==> src/rtl/jtag_tap_responder.sv <==
// Target-side IEEE 1149.1 TAP controller with IR, BYPASS, IDCODE and one USER data register.
// TCK/TMS/TDI are oversampled in the system clock domain; all TAP actions run on TCK edge strobes.
module jtag_tap_responder #(
    parameter int unsigned           IR_WIDTH     = 4,
    parameter int unsigned           DR_WIDTH     = 16,
    parameter logic [IR_WIDTH-1:0]   IDCODE_INSTR = IR_WIDTH'(4'b0001),
    parameter logic [IR_WIDTH-1:0]   USER_INSTR   = IR_WIDTH'(4'b0010),
    parameter logic [31:0]           IDCODE_VALUE = 32'h1234_5679
) (
    input  logic                clock,
    input  logic                reset,
    input  logic                TCK,
    input  logic                TMS,
    input  logic                TDI,
    output logic                TDO,
    output logic                tdo_oe,
    output logic [3:0]          tap_state,
    output logic [IR_WIDTH-1:0] ir_value,
    input  logic [DR_WIDTH-1:0] dr_capture_data,
    output logic [DR_WIDTH-1:0] dr_update_data,
    output logic                dr_update_valid
);

    typedef enum logic [3:0] {
        TLR   = 4'd0,  RTI   = 4'd1,  SELDR = 4'd2,  CAPDR = 4'd3,
        SHDR  = 4'd4,  EX1DR = 4'd5,  PAUDR = 4'd6,  EX2DR = 4'd7,
        UPDDR = 4'd8,  SELIR = 4'd9,  CAPIR = 4'd10, SHIR  = 4'd11,
        EX1IR = 4'd12, PAUIR = 4'd13, EX2IR = 4'd14, UPDIR = 4'd15
    } tap_state_t;

    logic tck_s1, tck_s2, tck_s3;
    logic tms_s1, tms_s2;
    logic tdi_s1, tdi_s2;
    logic tck_rise, tck_fall;

    tap_state_t state, state_next;

    logic [IR_WIDTH-1:0] ir_shift;
    logic [31:0]         idcode_sr;
    logic [DR_WIDTH-1:0] user_sr;
    logic [DR_WIDTH-1:0] user_shifted;
    logic                bypass_sr;
    logic                sel_idcode, sel_user;
    logic                tdo_bit;

    // Pin synchronisers; the third TCK flop gives single-clock edge strobes.
    always_ff @(posedge clock or negedge reset) begin
        if (!reset) begin
            tck_s1 <= 1'b0;
            tck_s2 <= 1'b0;
            tck_s3 <= 1'b0;
            tms_s1 <= 1'b0;
            tms_s2 <= 1'b0;
            tdi_s1 <= 1'b0;
            tdi_s2 <= 1'b0;
        end else begin
            tck_s1 <= TCK;
            tck_s2 <= tck_s1;
            tck_s3 <= tck_s2;
            tms_s1 <= TMS;
            tms_s2 <= tms_s1;
            tdi_s1 <= TDI;
            tdi_s2 <= tdi_s1;
        end
    end

    assign tck_rise = tck_s2 & ~tck_s3;
    assign tck_fall = ~tck_s2 & tck_s3;

    always_ff @(posedge clock or negedge reset) begin
        if (!reset) state <= TLR;
        else        state <= state_next;
    end

    // Standard TAP transition table, advanced only on a TCK rise.
    always_comb begin
        state_next = state;
        if (tck_rise) begin
            case (state)
                TLR:     state_next = tms_s2 ? TLR   : RTI;
                RTI:     state_next = tms_s2 ? SELDR : RTI;
                SELDR:   state_next = tms_s2 ? SELIR : CAPDR;
                CAPDR:   state_next = tms_s2 ? EX1DR : SHDR;
                SHDR:    state_next = tms_s2 ? EX1DR : SHDR;
                EX1DR:   state_next = tms_s2 ? UPDDR : PAUDR;
                PAUDR:   state_next = tms_s2 ? EX2DR : PAUDR;
                EX2DR:   state_next = tms_s2 ? UPDDR : SHDR;
                UPDDR:   state_next = tms_s2 ? SELDR : RTI;
                SELIR:   state_next = tms_s2 ? TLR   : CAPIR;
                CAPIR:   state_next = tms_s2 ? EX1IR : SHIR;
                SHIR:    state_next = tms_s2 ? EX1IR : SHIR;
                EX1IR:   state_next = tms_s2 ? UPDIR : PAUIR;
                PAUIR:   state_next = tms_s2 ? EX2IR : PAUIR;
                EX2IR:   state_next = tms_s2 ? UPDIR : SHIR;
                UPDIR:   state_next = tms_s2 ? SELDR : RTI;
                default: state_next = TLR;
            endcase
        end
    end

    assign tap_state  = state;
    assign sel_idcode = (ir_value == IDCODE_INSTR);
    assign sel_user   = (ir_value == USER_INSTR);

    generate
        if (DR_WIDTH > 1) begin : g_user_wide
            assign user_shifted = {tdi_s2, user_sr[DR_WIDTH-1:1]};
        end else begin : g_user_narrow
            assign user_shifted = tdi_s2;
        end
    endgenerate

    always_comb begin
        tdo_bit = bypass_sr;
        if (state == SHIR)   tdo_bit = ir_shift[0];
        else if (sel_idcode) tdo_bit = idcode_sr[0];
        else if (sel_user)   tdo_bit = user_sr[0];
    end

    // Capture/shift on TCK rise; TDO drive and updates on TCK fall.
    always_ff @(posedge clock or negedge reset) begin
        if (!reset) begin
            ir_shift        <= '0;
            ir_value        <= IDCODE_INSTR;
            idcode_sr       <= '0;
            user_sr         <= '0;
            bypass_sr       <= 1'b0;
            TDO             <= 1'b0;
            tdo_oe          <= 1'b0;
            dr_update_data  <= '0;
            dr_update_valid <= 1'b0;
        end else begin
            dr_update_valid <= 1'b0;
            if (state == TLR) ir_value <= IDCODE_INSTR;

            if (tck_rise) begin
                case (state)
                    CAPIR: ir_shift <= IR_WIDTH'(2'b01);
                    SHIR:  ir_shift <= {tdi_s2, ir_shift[IR_WIDTH-1:1]};
                    CAPDR: begin
                        if (sel_idcode)    idcode_sr <= IDCODE_VALUE;
                        else if (sel_user) user_sr   <= dr_capture_data;
                        else               bypass_sr <= 1'b0;
                    end
                    SHDR: begin
                        if (sel_idcode)    idcode_sr <= {tdi_s2, idcode_sr[31:1]};
                        else if (sel_user) user_sr   <= user_shifted;
                        else               bypass_sr <= tdi_s2;
                    end
                    default: ;
                endcase
            end

            if (tck_fall) begin
                if (state == SHIR || state == SHDR) begin
                    TDO    <= tdo_bit;
                    tdo_oe <= 1'b1;
                end else begin
                    tdo_oe <= 1'b0;
                end
                if (state == UPDIR) ir_value <= ir_shift;
                if (state == UPDDR && sel_user) begin
                    dr_update_data  <= user_sr;
                    dr_update_valid <= 1'b1;
                end
            end
        end
    end

endmodule

==> config.mk <==
export PLATFORM = sky130hd
export DESIGN_NAME = jtag_tap_responder
export DESIGN_NICKNAME = d
export VERILOG_FILES = /design/src/rtl/jtag_tap_responder.sv
export SDC_FILE = /design/constraint.sdc
export NUM_CORES = 1
export LEC_CHECK = 0
export ABC_AREA = 1
export BUFFER_PORTS_ARGS = -buffer_cell sky130_fd_sc_hd__buf_4
export CAP_MARGIN = 5
export CORE_MARGIN = 5
export CORE_UTILIZATION = 35
export DETAILED_ROUTE_END_ITERATION = 12
export GPL_TIMING_DRIVEN = 0
export PLACE_DENSITY_LB_ADDON = 0.05
export SYNTH_ARGS = -nofsm -noshare
export SYNTH_HDL_FRONTEND = slang
export SYNTH_SLANG_ARGS = --single-unit
==> constraint.sdc <==
create_clock -name clock -period 2.1 [get_ports clock]
set_clock_uncertainty 0.1 [all_clocks]
set_input_delay 0.42 -clock clock [delete_from_list [all_inputs] [get_ports clock]]
set_output_delay 0.42 -clock clock [all_outputs]
set_load 0.05 [all_outputs]
Yosys cells after proc, flatten, opt, wreduce, memory -nomap -nowiden
Cells that the tools add are included.

storage, ports and cells
  register bits after elaboration = 87
  bits of input ports = 21
  word-level logic and storage cells = 96

operators by class
  equal/unequal tests = 25
  mux-type cells = 36
  bitwise operators = 4
  reduce and logical (&&, ||, !) cells = 14

operators by type and width
  operator                                                                number
  16-bit 2-to-1 mux                                                       4
  32-bit 2-to-1 mux                                                       2
  32-bit one-hot mux with 2 select lines                                  1
  4-bit one-hot mux with 12 select lines                                  1
  4-bit equality test (second input constant)                             8
  16-bit one-hot mux with 2 select lines                                  1
  4-bit 2-to-1 mux                                                        7
  4-bit by 3-bit equality test with 1-bit output (second input constant)  4
  2-bit != test (second input constant)                                   8
  1-bit 2-to-1 mux                                                        13
  4-bit by 2-bit equality test with 1-bit output (second input constant)  3
  6-bit AND reduction                                                     2
  4-bit by 1-bit equality test with 1-bit output (second input constant)  2
  4-bit one-hot mux with 2 select lines                                   1
  2-bit 2-to-1 mux                                                        3
  3-bit 2-to-1 mux                                                        2
  2-bit AND reduction                                                     3
  4-bit logical NOT                                                       1
  4-bit AND reduction                                                     1
  2-bit nonzero test                                                      2
  2-bit OR reduction                                                      2
  3-bit OR reduction                                                      1
  1-bit AND                                                               2
  1-bit inverter                                                          2
  3 further kinds                                                         3

Depth between registers and ports, before layout
  word-level depth = 4
  mapped depth = 11
  depth with buffers taken out = 9

Worst setup path before layout
OpenSTA, ideal clock, no wires.

  path kind = flip-flop to flip-flop
  start = reg state[0] (netlist: tap_state[0])
  end = reg idcode_sr[2]
  setup time = 0.117 ns
  data arrival time = 1.686 ns
  required time = 1.883 ns
  slack = 0.196 ns
  stages on the path, launching flop included = 12
  clock period less this slack = 1.904 ns
  cells stage by stage = dfrtp_1 buf_4 nor2_2 nand2_1 buf_6 nand2_4 nand2_4 nor2_8 inv_4 buf_6 nand2_1 nand2_1

on the way
  longest elaborated chain between the ends = 3
  elaborated cells on any way between the ends = 7
  classes of those cells = 4 x eq/ne; 1 x mux; 2 x reduce/logical

RTL lines
  what                                                                                                                     RTL line  RTL
  from (decl)                                                                                                              36        tap_state_t state, state_next;
  from (signal assigned)                                                                                                   72        else state <= state_next;
  4-bit by 2-bit equality test with 1-bit output / 4-bit by 3-bit equality test with 1-bit output (equally long branches)  137       case (state)
  2-bit != test (no line) / 2-bit nonzero test (equally long branches)                                                     -
  4-bit AND reduction (no line)                                                                                            -
  to (signal assigned)                                                                                                     146       if (sel_idcode) idcode_sr <= {tdi_s2, idcode_sr[31:1]};
  to (decl)                                                                                                                39        logic [31:0] idcode_sr;

Several ways; a longest one is shown, not always the timed one.
A chain may end at the register's enable or synchronous reset.

Worst setup path in the final report
  start = reg state[0] (netlist: tap_state[0])
  end = reg user_sr[6]

on the way
  longest elaborated chain between the ends = 3
  elaborated cells on any way between the ends = 9
  classes of those cells = 6 x eq/ne; 1 x mux; 2 x reduce/logical

RTL lines
  what                                                                                                                     RTL line  RTL
  4-bit by 2-bit equality test with 1-bit output / 4-bit by 3-bit equality test with 1-bit output (equally long branches)  137
  2-bit != test (no line) / 2-bit nonzero test (equally long branches)                                                     -
  6-bit AND reduction (no line)                                                                                            -
  to (signal assigned)                                                                                                     142       else if (sel_user) user_sr <= dr_capture_data;
  to (signal assigned)                                                                                                     147       else if (sel_user) user_sr <= user_shifted;
  to (decl)                                                                                                                40        logic [DR_WIDTH-1:0] user_sr;

Several ways; a longest one is shown, not always the timed one.

==> metrics.txt <==
# TYPE chip_impl_metric gauge
chip_impl_metric{name="place.gp.congestion",unit=""} 0.8601
chip_impl_metric{name="timing.fmax",unit="MHz"} 545.5
chip_impl_metric{name="synth.ff_latch_count",unit=""} 87
chip_impl_metric{name="fin_tns_setup",unit="ps"} 0
chip_impl_metric{name="cts_hold_repair.buffers",unit=""} 0
chip_impl_info{name="synth_top_area_cell",value="sky130_fd_sc_hd__dfrtp_1"} 1
chip_impl_info{name="layout_commonest_cell",value="sky130_fd_sc_hd__nand2_1"} 1
chip_impl_metric{name="share_clk_of_total_power",unit="%"} 25.7
chip_impl_metric{name="width_of_the_die",unit="um"} 114.6
chip_impl_metric{name="vias",unit=""} 3013
chip_impl_metric{name="grt_start_max_net_pins",unit=""} 88
chip_impl_metric{name="critPathArrivalTime",unit="ps"} 1960
chip_impl_metric{name="finalMaxSlewViolations",unit=""} 0
chip_impl_metric{name="pwr-share-comb",unit="%"} 27.4
chip_impl_metric{name="finalSetupViolations",unit=""} 0
chip_impl_metric{name="drt_iter0_drc",unit=""} 222
chip_impl_metric{name="tritoncts_num_sinks",unit=""} 87
chip_impl_metric{name="timing.critical_path.required",unit="ps"} 2230
chip_impl_metric{name="dp.final_hpwl",unit="mm"} 5.970
chip_impl_metric{name="grt-ovfl-total",unit=""} 0
chip_impl_metric{name="p_leak",unit="nW"} 2.443
chip_impl_metric{name="syn-num-nets",unit=""} 476
chip_impl_metric{name="cp_max_fo",unit=""} 10
chip_impl_metric{name="dr.pass1.iters",unit=""} 4
chip_impl_metric{name="post-route-period-util",unit="%"} 87.29
chip_impl_metric{name="hold_viol",unit=""} 0
chip_impl_metric{name="post_cts.resized_instances",unit=""} 0
chip_impl_metric{name="initial_antenna_violation_count",unit=""} 0
chip_impl_metric{name="timing.slew.headroom",unit="%"} 26.59
chip_impl_metric{name="initial_utilization",unit="%"} 35.46
chip_impl_metric{name="synth_cell_types",unit=""} 21
chip_impl_metric{name="final_period_minus_worst_setup_slack",unit="ps"} 1833
chip_impl_metric{name="yosys_warnings",unit=""} 0
chip_impl_metric{name="cell_internal_pwr",unit="mW"} 2.710
chip_impl_metric{name="max_cap_viol_count",unit=""} 0
chip_impl_info{name="cpMaxStageDelayCell",value="sky130_fd_sc_hd__dfrtp_1"} 1
chip_impl_metric{name="nFillCells",unit=""} 1098
chip_impl_metric{name="syn2layout_area_growth",unit="%"} 18.60
chip_impl_metric{name="grt.total_usage",unit="%"} 14.29
chip_impl_info{name="yosys-top-cells-area",value="sky130_fd_sc_hd__dfrtp_1 (56%), sky130_fd_sc_hd__nand2_1 (16%), sky130_fd_sc_hd__o21ai_0 (7.8%)"} 1
chip_impl_metric{name="post-place-cells",unit=""} 642
chip_impl_info{name="most-common-layout-cells",value="sky130_fd_sc_hd__nand2_1 (161), sky130_fd_sc_hd__dfrtp_1 (86), sky130_fd_sc_hd__o21ai_0 (60), sky130_fd_sc_hd__buf_4 (50), sky130_fd_sc_hd__inv_1 (36)"} 1
chip_impl_metric{name="critical_path.max_stage_delay",unit="ps"} 380
chip_impl_metric{name="max-clock-path-buffers",unit=""} 2
chip_impl_metric{name="rows",unit=""} 38
chip_impl_metric{name="nets",unit=""} 534
chip_impl_metric{name="synth.yosys.seq_area_share",unit="%"} 56.91
chip_impl_metric{name="p_seq_share",unit="%"} 47.0
chip_impl_metric{name="vdd_drop_max",unit="mV"} 0.3812
chip_impl_metric{name="clkLatencyLatePin",unit="ps"} 350
chip_impl_metric{name="met3_length",unit="um"} 444
chip_impl_info{name="run_status",value="finished clean"} 1
chip_impl_metric{name="routed-wl-met2",unit="mm"} 3.676
chip_impl_metric{name="max_slew.worst_pin.slew",unit="ps"} 1101
chip_impl_info{name="grt_setup_unrepaired",value="false"} 1
chip_impl_metric{name="grt_first_pass_wirelength",unit="mm"} 15.02
chip_impl_metric{name="ant_nets",unit=""} 0
chip_impl_info{name="setup.worst_path.end_class",value="register"} 1
chip_impl_metric{name="final_cells",unit=""} 658
chip_impl_info{name="worstPathCellList",value="buf_4, nor2_2, nand2_1, buf_6, nand2_4, nand3_1, inv_2, buf_2, o21ai_0"} 1
chip_impl_metric{name="die_height",unit="um"} 114.6
chip_impl_info{name="setup.worst_path.start_class",value="register"} 1
chip_impl_info{name="topRoutingLayerUsed",value="met4"} 1
chip_impl_info{name="hp-class",value="input pin to register"} 1
chip_impl_metric{name="wl_per_cell",unit="um"} 13.14
chip_impl_info{name="worst-setup-path-type",value="register to register"} 1
chip_impl_metric{name="routed_wl",unit="mm"} 8.644
chip_impl_metric{name="drive_above_1_share",unit="%"} 17.18
chip_impl_info{name="cts_tree",value="built"} 1
chip_impl_metric{name="switching_share",unit="%"} 35.37
chip_impl_metric{name="number_of_buffers_added_on_ports",unit=""} 47
chip_impl_metric{name="core_area",unit="um2"} 10790
chip_impl_metric{name="p_switching",unit="mW"} 1.483
chip_impl_metric{name="cts_buffers",unit=""} 9
chip_impl_metric{name="die_area",unit="um2"} 13130
chip_impl_metric{name="routedLengthMet1",unit="mm"} 4.433
chip_impl_info{name="clock_tree.root_cell",value="sky130_fd_sc_hd__clkbuf_8"} 1
chip_impl_metric{name="post-cts-setup-buffers",unit=""} 0
chip_impl_metric{name="cts.reportedPaths.clkPinSlew",unit="ps"} 80
chip_impl_metric{name="synth.avg_cell_area",unit="um2"} 8.412
chip_impl_metric{name="postSynthCellCount",unit=""} 455
chip_impl_metric{name="route.detailed.drc",unit=""} 0
chip_impl_metric{name="vias_per_cell",unit=""} 4.579
chip_impl_metric{name="grt_pass1_vias",unit=""} 3022
chip_impl_metric{name="diode_insertion_count_for_antenna_repair",unit=""} 0
chip_impl_metric{name="power.density",unit="nW/um2"} 923.5
chip_impl_metric{name="netlist_area",unit="um2"} 3827
chip_impl_metric{name="timing.reg2reg.setup_slack",unit="ps"} 270
chip_impl_metric{name="cts_htree_levels",unit=""} 3
chip_impl_metric{name="io_pins",unit=""} 48
chip_impl_metric{name="synthDominantCellAreaShare",unit="%"} 56.23
==> worst paths after layout <==
kind / startpoint / cells after the start / to
min: TDI / 1 / tdi_s1
min reg2reg: tms_s1 / 0 / tms_s2
max in group asynchronous: reset / 1 / ir_shift[0]
max: tap_state[0] / 9 / user_sr[6]
min in group asynchronous: reset / 1 / dr_update_valid
max reg2reg: tap_state[0] / 9 / user_sr[6]
==> synth_stat cells <==
cell                         n
sky130_fd_sc_hd__buf_6       7
sky130_fd_sc_hd__inv_1      36
sky130_fd_sc_hd__clkbuf_1    6
sky130_fd_sc_hd__dfrtp_1    86
sky130_fd_sc_hd__nor2_8      1
sky130_fd_sc_hd__buf_2       4
sky130_fd_sc_hd__o21ai_1    14
sky130_fd_sc_hd__nand3b_1    1
sky130_fd_sc_hd__a21oi_1     6
sky130_fd_sc_hd__nand3_1    33
sky130_fd_sc_hd__o21ai_0    60
sky130_fd_sc_hd__nor2_2      4
sky130_fd_sc_hd__buf_4       3
sky130_fd_sc_hd__inv_4       1
sky130_fd_sc_hd__inv_2       2
sky130_fd_sc_hd__nand2_4     2
sky130_fd_sc_hd__nand2_1   161
sky130_fd_sc_hd__nor2_1     22
sky130_fd_sc_hd__nand4_1     3
sky130_fd_sc_hd__nor3_1      2
sky130_fd_sc_hd__dfstp_2     1
==> per-stage QoR <==
stage	worst slack, ps	hold WS (ps)	util, %	power, mW	area (um2)
finish	266.8	66.24	42.06	4.192	4539
global route	58.97	45.18	42.06	4.498	4539
floorplan	196.2	24.41	-	2.814	3827
detailed placement	63.38	236.2	40.35	3.166	4355
CTS	47.39	46.38	42.00	4.270	4533
global placement	18.44	232.5	40.35	3.163	4355
==> kinds of logic (layout without fill, tap and decap cells) <==
kind of cell	Yosys count	count (layout)	synth area share [%]
AND/OR/NAND/NOR	229	229	24.98
flip-flops	87	87	56.91
buffers and inverters	59	122	7.650
AO/OA/AOI/OAI	80	80	10.46
==> power by group through the flow <==
stage / Clock [mW] / Combinational, mW / Sequential [mW]
2_1_floorplan: 0 / 0.700 / 2.11
3_3_place_gp: 0 / 1.16 / 2.00
3_5_place_dp: 0 / 1.16 / 2.00
4_1_cts: 1.13 / 1.17 / 1.97
5_1_grt: 1.19 / 1.31 / 2.00
6_report: 1.08 / 1.15 / 1.97
==> layer usage <==
metal | GRT usage [%] | up-vias
met2 | 21.65 | 55
li1 | - | 1567
met3 | 3.118 | 7
met5 | 0 | -
met1 | 20.61 | 1384
met4 | 4.038 | 0
==> worst max-delay path: cells and delay by family, from the launching register on <==
kind	cells	cell delay (ps)
buffers and inverters	4	640
AOI/OAI and AO/OA	1	110
DFF	1	380
and+or+nand+nor	4	480
==> registers in the layout (all words and copies together), names as in the netlist, 4 cells and up <==
register / cells
idcode_sr: 32
dr_update_data: 16
user_sr: 16
ir_shift: 4
ir_value: 4
tap_state: 4
==> cell type report <==
type	count	area, um2	share of cell area [%]
multi-input cells	309	1359	29.93
plain buffers	20	147.6	3.252
inverters	39	148.9	3.280
repair buffers	47	352.8	7.773
clock inverters	2	15.01	0.3308
well taps	140	175.2	3.859
clock buffers	14	162.7	3.583
flip-flops and latches	87	2178	47.99
Power figures use the tool's default switching activity.
